`config.mk`:
```
export PLATFORM = sky130hd
export DESIGN_NAME = load_store_unit
export DESIGN_NICKNAME = d
export VERILOG_FILES = /design/src/rtl/load_store_unit.sv
export SDC_FILE = /design/constraint.sdc
export NUM_CORES = 1
export LEC_CHECK = 0
export CAP_MARGIN = 5
export CORE_UTILIZATION = 46
export CTS_BUF_LIST = sky130_fd_sc_hd__clkbuf_8
export DETAILED_ROUTE_END_ITERATION = 16
export GPL_TIMING_DRIVEN = 0
export PLACE_DENSITY = 0.93
export SYNTH_ARGS = -nofsm -noshare
export SYNTH_HDL_FRONTEND = slang
export SYNTH_SLANG_ARGS = --single-unit
```
`constraint.sdc`:
```
create_clock -name clk -period 2.6 [get_ports clk]
set_input_delay 0.52 -clock clk [delete_from_list [all_inputs] [get_ports clk]]
set_output_delay 0.52 -clock clk [all_outputs]
set_load 0.005 [all_outputs]
```
`src/rtl/load_store_unit.sv`:
```
// load_store_unit: memory-access stage between the datapath and data memory.
// Accepts one load/store per req/done handshake. It checks alignment and funct3 legality,
// drives a single byte-masked DMEM access, and returns the sign/zero-extended load value.
//
// Ports:
//   clk, reset        clock, asynchronous active-low reset
//   req, we, funct3   request strobe, 1=store/0=load, RV64I size/extension code
//   addr, wr_data     effective byte address, store data (rs2)
//   busy, done, err   not idle, one-cycle completion pulse, error flag valid with done
//   rd_data           extended load result, held until the next successful load
//   mem_en, mem_we    one-cycle DMEM strobe and write enable
//   mem_addr          doubleword index addr[ADDR_W+2:3] (upper address bits ignored)
//   mem_wdata         store data replicated across lanes
//   mem_wmask         byte strobes
//   mem_rdata         DMEM read data, valid MEM_LAT cycles after mem_en
module load_store_unit #(
   parameter int unsigned ADDR_W  = 6,
   parameter int unsigned MEM_LAT = 1   // legal range 1..7
) (
   input  logic              clk,
   input  logic              reset,
   input  logic              req,
   input  logic              we,
   input  logic [2:0]        funct3,
   input  logic [63:0]       addr,
   input  logic [63:0]       wr_data,
   output logic              busy,
   output logic              done,
   output logic              err,
   output logic [63:0]       rd_data,
   output logic              mem_en,
   output logic              mem_we,
   output logic [ADDR_W-1:0] mem_addr,
   output logic [63:0]       mem_wdata,
   output logic [7:0]        mem_wmask,
   input  logic [63:0]       mem_rdata
);

   typedef enum logic [1:0] {StIdle, StAccess, StWait, StDone} state_e;

   state_e      state_q;
   logic        we_q;
   logic [2:0]  funct3_q;
   logic [2:0]  off_q;
   logic [2:0]  cnt_q;

   logic        misaligned;
   logic        illegal;
   logic        bad_req;
   logic [7:0]  size_mask;
   logic [63:0] wr_lanes;
   logic [63:0] rd_shift;
   logic [63:0] rd_ext;

   // Address bits above the DMEM index are deliberately ignored (wrap-around).
   logic unused_addr;
   assign unused_addr = ^addr[63:ADDR_W+3];

   assign busy = (state_q != StIdle);

   // Request decode on the raw inputs; only meaningful in the cycle req is sampled.
   always_comb begin
      misaligned = 1'b0;
      size_mask  = 8'h00;
      wr_lanes   = wr_data;
      unique case (funct3[1:0])
         2'b00: begin
            size_mask = 8'h01;
            wr_lanes  = {8{wr_data[7:0]}};
         end
         2'b01: begin
            misaligned = addr[0];
            size_mask  = 8'h03;
            wr_lanes   = {4{wr_data[15:0]}};
         end
         2'b10: begin
            misaligned = |addr[1:0];
            size_mask  = 8'h0f;
            wr_lanes   = {2{wr_data[31:0]}};
         end
         2'b11: begin
            misaligned = |addr[2:0];
            size_mask  = 8'hff;
            wr_lanes   = wr_data;
         end
      endcase
      illegal = we ? funct3[2] : (funct3 == 3'b111);
      bad_req = misaligned | illegal;
   end

   // Load alignment and extension from the latched request.
   always_comb begin
      rd_shift = mem_rdata >> {off_q, 3'b000};
      case (funct3_q)
         3'b000:  rd_ext = {{56{rd_shift[7]}}, rd_shift[7:0]};
         3'b001:  rd_ext = {{48{rd_shift[15]}}, rd_shift[15:0]};
         3'b010:  rd_ext = {{32{rd_shift[31]}}, rd_shift[31:0]};
         3'b100:  rd_ext = {56'd0, rd_shift[7:0]};
         3'b101:  rd_ext = {48'd0, rd_shift[15:0]};
         3'b110:  rd_ext = {32'd0, rd_shift[31:0]};
         default: rd_ext = rd_shift;
      endcase
   end

   always_ff @(posedge clk or negedge reset) begin
      if (!reset) begin
         state_q   <= StIdle;
         we_q      <= 1'b0;
         funct3_q  <= 3'd0;
         off_q     <= 3'd0;
         cnt_q     <= 3'd0;
         done      <= 1'b0;
         err       <= 1'b0;
         rd_data   <= 64'd0;
         mem_en    <= 1'b0;
         mem_we    <= 1'b0;
         mem_addr  <= '0;
         mem_wdata <= 64'd0;
         mem_wmask <= 8'h00;
      end else begin
         // Pulsed outputs default low; they are raised for exactly the cycle they apply.
         done   <= 1'b0;
         err    <= 1'b0;
         mem_en <= 1'b0;
         mem_we <= 1'b0;
         unique case (state_q)
            StIdle: begin
               if (req) begin
                  we_q     <= we;
                  funct3_q <= funct3;
                  off_q    <= addr[2:0];
                  if (bad_req) begin
                     state_q <= StDone;
                     done    <= 1'b1;
                     err     <= 1'b1;
                  end else begin
                     state_q   <= StAccess;
                     mem_en    <= 1'b1;
                     mem_we    <= we;
                     mem_addr  <= addr[ADDR_W+2:3];
                     mem_wdata <= we ? wr_lanes : 64'd0;
                     mem_wmask <= we ? (size_mask << addr[2:0]) : 8'h00;
                  end
               end
            end
            StAccess: begin
               if (we_q) begin
                  state_q <= StDone;
                  done    <= 1'b1;
               end else begin
                  state_q <= StWait;
                  cnt_q   <= 3'd1;
               end
            end
            StWait: begin
               if (cnt_q == 3'(MEM_LAT)) begin
                  state_q <= StDone;
                  done    <= 1'b1;
                  rd_data <= rd_ext;
               end else begin
                  cnt_q <= cnt_q + 3'd1;
               end
            end
            StDone: begin
               state_q <= StIdle;
            end
         endcase
      end
   end

endmodule
```
==> results of run 1 <==
## cell usage after synthesis (all sizes together), types with 2 or more instances
library cell  count
mux4              7
clkbuf           47
nor3              4
a31oi            17
a221oi            8
a211oi           17
nor2             81
nand3             5
nor2b            18
o31ai            36
o22a              8
nor4              2
a22oi             8
inv               9
nand2            57
and2              9
a21oi           100
mux2i            77
buf              39
nand2b            6
o21ai           106
mux2             57
o2bb2ai           7
dfrtp           158
ha                6
o21a              3
o22ai             5
o41ai             5
or2               3
o211ai           10
## layout by cell type, fill, tap and decap left out, drive strengths merged, types with 2 or more instances in the layout
cell           instances
a22oi                  8
o21ai                106
mux2i                 77
a21oi                100
clkinvlp               3
o2bb2ai                7
nand2                 57
o22a                   8
a31oi                 17
nor3                   4
o211ai                10
or2                    3
inv                   17
nor2b                 18
dfrtp                158
o31ai                 36
clkdlybuf4s50        286
a221oi                 8
o21a                   3
o22ai                  5
o41ai                  5
clkbuf                64
nand3                  5
clkinv                 3
and2                   9
nand2b                 6
a211oi                17
ha                     6
mux4                   7
mux2                  57
buf                   41
nor4                   2
nor2                  81
## registers in the layout, indices dropped and copies added, names as in the netlist
register and count:
mem_addr 6, mem_wdata 64, rd_data 64, off_q 3
we_q 1, mem_we 1, mem_wmask 8, err 1
state_q 2, done 1, cnt_q 3, mem_en 1
funct3_q 3
## timing repair
action / in CTS / in global routing
hold endpoints to repair: 38 / 0
cloned: 0 / 0
hold buffers: 1 / 0
resized for setup: 1 / 2
setup endpoints to repair: 1 / 2
## power groups by stage
stage	clock network [µW]	logic (µW)	registers [µW]
after global placement	0	7610	4260
after global routing	1900	8450	4380
final	1790	7880	4280
after CTS	1800	7830	4260
after detailed placement	0	7780	4290
after floorplan	0	3960	4230
## routing by layer
layer,GRT usage (%),vias up
met4,23.43,0
li1,-,3985
met3,9.690,150
met1,38.03,4410
met2,60.73,634
met5,0,-
## area by class of cell
class                           instances  area share (%)
Clock buffer                           18           1.962
Buffer                                 85           3.518
Multi-Input combinational cell        669           36.30
Timing Repair Buffer                  289           23.09
Inverter                               10          0.2973
Tap cell                              260           2.576
Sequential cell                       158           31.31
Clock inverter                         14          0.9512
## worst min path at each step
stage	to	slack [ns]	cells past startpoint
6_report	off_q[2]	0.49	2
5_1_grt	rd_data[7]	0.50	2
4_1_cts	off_q[2]	0.47	2
3_5_place_dp	mem_wdata[45]	0.42	1
3_3_place_gp	rd_data[7]	0.47	2
2_1_floorplan	cnt_q[0]	0.22	0
## cells by family (layout without fill, tap and decap cells)
| family | after synthesis | count (layout) | synth area share (%) |
|---|---|---|---|
| fa+ha+maj | 6 | 6 | 0.8323 |
| flops | 158 | 158 | 43.83 |
| simple gates | 186 | 186 | 9.474 |
| compound gates | 336 | 336 | 23.01 |
| buf+inv | 96 | 416 | 5.354 |
| mux | 141 | 141 | 17.49 |
## metrics by stage
stage	util (%)	instances
after detailed placement	64.63	1471
after CTS	66.63	1504
after global placement	64.46	1470
final	66.61	1503
after global routing	66.61	1503
after floorplan	-	923
==> impl_metrics.yaml, run 1 <==
sta:
  skew_ns: 0.01648
  setup_ws_ns: 0.1464
  period_needed_ns: 2.454
  rsz0062_at_grt: "no"
  post-route-period-util_pct: 94.37
  relSlewSlack_pct: 41.00
  tns_ns: 0
  tightest_slew_ns: 0.8817
  whs_ns: 0.4920
  hold_viol: 0
  slew_viol_final: 0
  finalSetupViolations: 0
  fmax_ghz: 0.4076
layout:
  drive_gt1_share_pct: 11.75
  register_area_um2: 3954
  area_delta_synth_final_pct: 39.99
  nNetsFinal: 1435
  antenna_cells: 0
  multi_input_area_um2: 4583
  fillers: 1514
  final_area_um2: 12630
routing:
  routed_wl_mm: 35.45
  wl_met1_mm: 12.20
  wl_met2_mm: 17.16
  antenna_left: 0
  drtIter0Drc: 874
  first_pass_iters: 7
  vias_per_cell: 6.107
  vias: 9179
  highest_layer: "met4"
  wl_met3_mm: 3.766
  drc_errors: 0
  wl_per_cell_um: 23.59
grt:
  grt_pass1_wl_mm: 53.36
  grt_max_degree: 121
  grt-ovfl-total: 0
  grtUsageTotal_pct: 35.29
  grt_antenna_before_repair: 0
  grt_pass1_vias: 9478
cts:
  cts_buffers: 17
  clk_latency_ns: 0.47
  cts_num_sinks: 158
  htreeDepth: 4
  cts-root-buf: "clkbuf_8"
  clk_path_buf_depth: 2
  cts_setup_buffers: 0
  cts_tree: "yes"
  clkSlewWorstSetupHoldPaths_ns: 0.09
synth:
  ys_async_sr_fraction_pct: 100.0
  synth_edf_count: 0
  ys_warn_count: 0
  synth_cell_types: 52
  synth_top_cell_by_area: "dfrtp_1"
  yosysTopAreaCellShare_pct: 43.83
  synthTopCellsByArea: "dfrtp_1 44%, mux2i_1 8.5%, mux2_2 6.4%, o21ai_0 5.9%, a21oi_1 5.5%"
  synthCells: 923
  syn_nets: 1128
  ys_seq_area_share_pct: 43.83
  synth_seq_cells: 158
  synth_area_um2: 9020
  syn_avg_cell_area_um2: 9.772
  yosys_most_used_dff: "dfrtp_1"
power_and_ir_drop:
  pwr-share-seq_pct: 30.7
  switching_share_pct: 41.22
  power.density_nw_per_um2: 1105
  p_switching_uw: 5751
  p_clk_share_pct: 12.9
  p_total_uw: 13950
  peakVddDrop_uv: 543.6
  internal-power_uw: 8200
  p_comb_share_pct: 56.5
  total_leakage_power_uw: 0.005228
setup_path:
  arrival_ns: 2.80
  rrSetupSlack_ns: 0.15
  rr_worst_depth: 8
  cp_top_family: "buffers and inverters"
  start_kind: "flop"
  worstReg2RegEnd: "rd_data[15]"
  cp_common_cell: "clkbuf_1"
  cpPeakStageDelay_ns: 0.46
  path_depth: 8
  critPathCaptureType: "flop"
  crit_chain: "inv_1 > ha_1 > clkbuf_1 > and3_1 > clkbuf_1 > clkbuf_2 > o31ai_1 > o22a_1"
  crit_type: "flop to flop"
  crit_end: "rd_data[15]"
  cp.required_ns: 2.95
  critPathSlowestCell: "clkbuf_1"
  cp_max_fo: 10
  rr_startpoint: "state_q[0]"
  cp-startpoint: "state_q[0]"
  path_buf_inv: 4
placed_design:
  place_area_um2: 12250
  place_congestion: 1.012
  place_ws_ns: -0.1630
  hpwl_mm: 27.33
  numPortBuffers: 287
die:
  ioPinCount: 346
  die_h_um: 142.0
  core_um2: 18960
  dieArea_um2: 20170
  initial_core_util_pct: 47.58
  dieWidth_um: 142.0
  num_rows: 50
flow_run:
  max-cap-violations: 0
worst_hold_path:
  hold_path.class: "input port to flop"
  hp-start: "addr[2]"
status:
  status: "finished, final reports clean"
(Power assumes the default switching activity.)
==> run 2: changes to the inputs <==
Settings changed: CTS_CLUSTER_SIZE from default to 28.
Clock period 2.6 ns to 2.7 ns, I/O delays scaled along.
==> impl_metrics.yaml, run 2 (synthesis results as in run 1) <==
status:
  status: "finished, final reports clean"
cts:
  clk_latency_ns: 0.46
  htreeDepth: 4
  cts_setup_buffers: 0
  cts_tree: "yes"
  clkSlewWorstSetupHoldPaths_ns: 0.09
  clk_path_buf_depth: 2
  cts-root-buf: "clkbuf_8"
  cts_buffers: 17
  cts_num_sinks: 158
routing:
  wl_per_cell_um: 23.60
  vias: 9157
  vias_per_cell: 6.088
  routed_wl_mm: 35.49
  first_pass_iters: 7
  drc_errors: 0
  drtIter0Drc: 784
  antenna_left: 0
setup_path:
  arrival_ns: 2.81
  critPathSlowestCell: "clkbuf_1"
  rr_startpoint: "state_q[0]"
  path_depth: 8
  worstReg2RegEnd: "rd_data[15]"
  cp_max_fo: 10
  cp_top_family: "buffers and inverters"
  cp-startpoint: "state_q[0]"
  rr_worst_depth: 8
  start_kind: "flop"
  cpPeakStageDelay_ns: 0.46
  critPathCaptureType: "flop"
  crit_chain: "inv_1 > ha_1 > clkbuf_1 > and3_1 > clkbuf_1 > clkbuf_2 > o31ai_1 > o22a_1"
  rrSetupSlack_ns: 0.24
  crit_end: "rd_data[15]"
  cp_common_cell: "clkbuf_1"
  path_buf_inv: 4
  cp.required_ns: 3.05
  crit_type: "flop to flop"
layout:
  mostFrequentLayoutCells: "286 x clkdlybuf4s50_1, 158 x dfrtp_1, 106 x o21ai_0, 100 x a21oi_1, 80 x nor2_1"
  fillers: 1515
  multi_input_area_um2: 4583
  antenna_cells: 0
  layout.cells.non_filler: 1504
  area_delta_synth_final_pct: 40.02
  top_regs: "mem_wdata (64), rd_data (64), mem_wmask (8)"
  drive_gt1_share_pct: 11.66
  final_common_cell: "clkdlybuf4s50_1"
  nNetsFinal: 1436
  register_area_um2: 3954
sta:
  skew_ns: 0.01778
  period_needed_ns: 2.464
  tightest_slew_ns: 0.8851
  relSlewSlack_pct: 40.77
  fmax_ghz: 0.4058
  hold_viol: 0
  finalSetupViolations: 0
  post-route-period-util_pct: 91.26
  slew_viol_final: 0
  rsz0062_at_grt: "no"
  tns_ns: 0
die:
  dieArea_um2: 20170
  dieWidth_um: 142.0
  num_rows: 50
  initial_core_util_pct: 47.58
  core_um2: 18960
  die_h_um: 142.0
  ioPinCount: 346
worst_hold_path:
  hold_path.class: "flop to flop"
grt:
  grt_max_degree: 121
  grtUsageTotal_pct: 35.29
  grt-ovfl-total: 0
  grt_antenna_before_repair: 0
  grt_pass1_vias: 9478
  grt_pass1_wl_mm: 53.36
power_and_ir_drop:
  total_leakage_power_uw: 0.005226
  power.density_nw_per_um2: 1065
  peakVddDrop_uv: 495.8
placed_design:
  hpwl_mm: 27.33
  place_congestion: 1.012
  numPortBuffers: 287
  dp_cells: 1471
flow_run:
  max-cap-violations: 0
[run 2: cell count changes in the layout (fill, tap and decap cells not counted)]
cell	delta
clkbuf_1	+2
clkbuf_2	-1
[run 2: tightest hold or removal path: stages (launching register included)]
cell and delay [ns]:
dfrtp_1 0.35, nand2_1 0.05, o31ai_1 0.07
[run 2: worst min path at each step]
stage,start,to,slack (ns),cells past startpoint
floorplan,reset,cnt_q[0],0.24,0
global placement,rd_data[7],rd_data[7],0.47,2
detailed placement,reset,mem_wdata[45],0.44,1
CTS,addr[2],off_q[2],0.49,2
global route,rd_data[7],rd_data[7],0.50,2
finish,rd_data[7],rd_data[7],0.50,2
[run 2: power by group]
group | total, µW | internal, µW | switching, µW
sequential | 4120 | 3430 | 690
combinational | 7600 | 3710 | 3890
clock | 1720 | 754 | 969
total | 13400 | 7900 | 5550
[run 2: layout make-up]
class                      count  area share (%)
sequential                   158           31.31
buffer                        86           3.537
multi-input combinational    669           36.29
tap                          260           2.576
inverter                      10          0.2972
timing repair buffer         289           23.08
clock buffer                  18           1.962
clock inverter                14          0.9511
[run 2: metrics by stage]
stage               worst slack [ns]  cell area [µm²]  power, µW  utilization [%]  hold slack [ns]
floorplan                     0.6469             9020       7884                -           0.2444
global placement              -5.353            12220      11420            64.46           0.4696
global route                 0.06387            12630      14190            66.63           0.5047
CTS                          0.01439            12630      13370            66.62           0.4903
detailed placement          -0.08302            12250      11620            64.63           0.4378
finish                        0.2359            12630      13450            66.63           0.5002
[run 2: timing repair]
action,4_1_cts,5_1_grt
endpoints found under the hold margin,38,0
endpoints found under the setup margin,0,2
hold buffers,1,0
resized for setup,0,2
[run 2: layer usage]
metal	vias to the layer above	share of wire [%]	global-route usage [%]
met5	-	0	0
met4	0	6.9	23.43
met3	152	10	9.690
met2	635	48	60.73
met1	4378	35	38.03
li1	3992	-	-
==> run 3: changes to the inputs <==
Settings changed: REMOVE_ABC_BUFFERS from default to 1.
==> impl_metrics.yaml, run 3 (synthesis results as in run 1) <==
sta:
  skew_ns: 0.01465
  rsz0062_at_grt: "no"
  setup_ws_ns: 0.1031
  whs_ns: 0.02978
  finalSetupViolations: 0
  hold_viol: 0
  relSlewSlack_pct: 22.82
  period_needed_ns: 2.597
  fmax_ghz: 0.3851
  tightest_slew_ns: 1.153
  post-route-period-util_pct: 96.18
  slew_viol_final: 0
routing:
  vias: 8762
  wl_per_cell_um: 21.71
  drtIter0Drc: 651
  vias_per_cell: 6.106
  antenna_left: 0
  drc_errors: 0
  first_pass_iters: 7
  routed_wl_mm: 31.15
setup_path:
  rrSetupSlack_ns: 0.20
  crit_type: "input port to flop"
  rr_startpoint: "off_q[0]"
  cp_top_family: "buffers and inverters"
  cp.required_ns: 3.05
  critPathSlowestCell: "clkdlybuf4s18_2"
  arrival_ns: 2.94
  rr_worst_depth: 6
  cpPeakStageDelay_ns: 0.64
  worstReg2RegEnd: "rd_data[8]"
  critPathCaptureType: "flop"
  path_buf_inv: 3
  cp_max_fo: 36
  crit_chain: "clkdlybuf4s18_2 > nand2_1 > a32oi_4 > buf_12 > or2_4 > inv_8 > mux2_1"
  start_kind: "input port"
cts:
  cts_num_sinks: 158
  clk_path_buf_depth: 2
  clkSlewWorstSetupHoldPaths_ns: 0.09
  cts_buffers: 17
  clk_latency_ns: 0.45
  htreeDepth: 4
  cts_tree: "yes"
  cts-root-buf: "clkbuf_8"
die:
  dieArea_um2: 20170
  num_rows: 50
  core_um2: 18960
  die_h_um: 142.0
  ioPinCount: 346
  dieWidth_um: 142.0
  initial_core_util_pct: 47.58
flow_run:
  max-cap-violations: 0
power_and_ir_drop:
  peakVddDrop_uv: 502.1
  power.density_nw_per_um2: 1080
  p_total_uw: 13620
  total_leakage_power_uw: 0.005165
grt:
  met1_usage_pct: 35.54
  grt_antenna_before_repair: 0
  grt_use_met3_pct: 8.984
  grt_pass1_wl_mm: 48.27
  grt_max_degree: 88
  grt-ovfl-total: 0
  grt_pass1_vias: 8935
  grtUsageTotal_pct: 31.30
  met2_usage_pct: 53.66
  top_usage_layer: "met2"
placed_design:
  numPortBuffers: 290
  place_congestion: 0.9186
  hpwl_mm: 21.15
  place_ws_ns: -2.068
layout:
  nNetsFinal: 1367
  fillers: 1415
  final_common_cell: "clkdlybuf4s50_1"
  mostFrequentLayoutCells: "284 x clkdlybuf4s50_1, 155 x dfrtp_1, 106 x o21ai_0, 100 x a21oi_1"
  fin_util_pct: 66.51
  top_regs: "mem_wdata (64), rd_data (64), mem_wmask (8)"
  area_delta_synth_final_pct: 39.78
  antenna_cells: 0
  drive_gt1_share_pct: 11.74
worst_hold_path:
  hold_path.class: "input port to async pin"
status:
  status: "finished, final reports clean"
==> run 3: cell types whose count changed in the layout (fill, tap and decap cells not counted), moves of 4 or more <==
cell       before  now
buf_12          0    8
buf_4          11    4
bufinv_16       1    6
buf_2          17    1
clkbuf_1       46    0
inv_6           4    0
buf_6           8    0
==> run 3: report_power, final <==
| part | internal [µW] | switching (µW) | leakage, µW |
|---|---|---|---|
| registers | 3430 | 862 | 0.00194 |
| logic | 3670 | 3490 | 0.00299 |
| clock network | 1190 | 972 | 0.000239 |
==> run 3: layer usage <==
metal	vias to the layer above	part of all wire, %
met5	-	0
met4	0	4.5
met3	101	11
met2	560	48
met1	4238	36
li1	3863	-
==> run 3: layout make-up <==
type / count / area, µm² / share of cell area (%)
multi-input cells: 672 / 4684 / 37.15
clock inverters: 15 / 246.5 / 1.955
flip-flops and latches: 158 / 3958 / 31.39
inverters: 10 / 45.04 / 0.3573
clock buffers: 17 / 234.0 / 1.856
repair buffers: 303 / 3115 / 24.71
well taps: 260 / 325.3 / 2.580
==> run 3: worst reg2reg max path, delay by kind of cell (launching register included) <==
family | cells | cell delay (ns)
simple gates | 2 | 0.90
compound gates | 3 | 0.49
buf+inv | 1 | 0.32
flops | 1 | 0.72
==> run 3: worst max path at each step <==
stage / start / slack (ns) / end / cells past startpoint
floorplan: off_q[1] / -0.85 / rd_data[39] / 5
global placement: reset / -5.47 / mem_wdata[30] / 1
detailed placement: we / -2.07 / mem_addr[1] / 7
CTS: addr[2] / 0.002 / mem_wdata[62] / 7
global route: we / 0.02 / mem_addr[1] / 7
finish: we / 0.10 / mem_addr[1] / 7
==> run 3: repair_timing <==
item / 4_1_cts / 5_1_grt
endpoints found under the setup margin: 137 / 79
buffers inserted: 1 / 4
hold buffers: 0 / 0
pin swaps: 2 / 3
resized for setup: 13 / 7
hold endpoints to repair: 0 / 0
cloned: 3 / 0
==> run 3: through the flow <==
step | cell area [µm²] | setup TNS, ns | instances
after floorplan | 8574 | -44.36 | 837
after global placement | 11800 | -1260.50 | 1387
after detailed placement | 11990 | -146.18 | 1395
after CTS | 12540 | 0 | 1431
after global routing | 12610 | 0 | 1435
final | 12610 | 0 | 1435
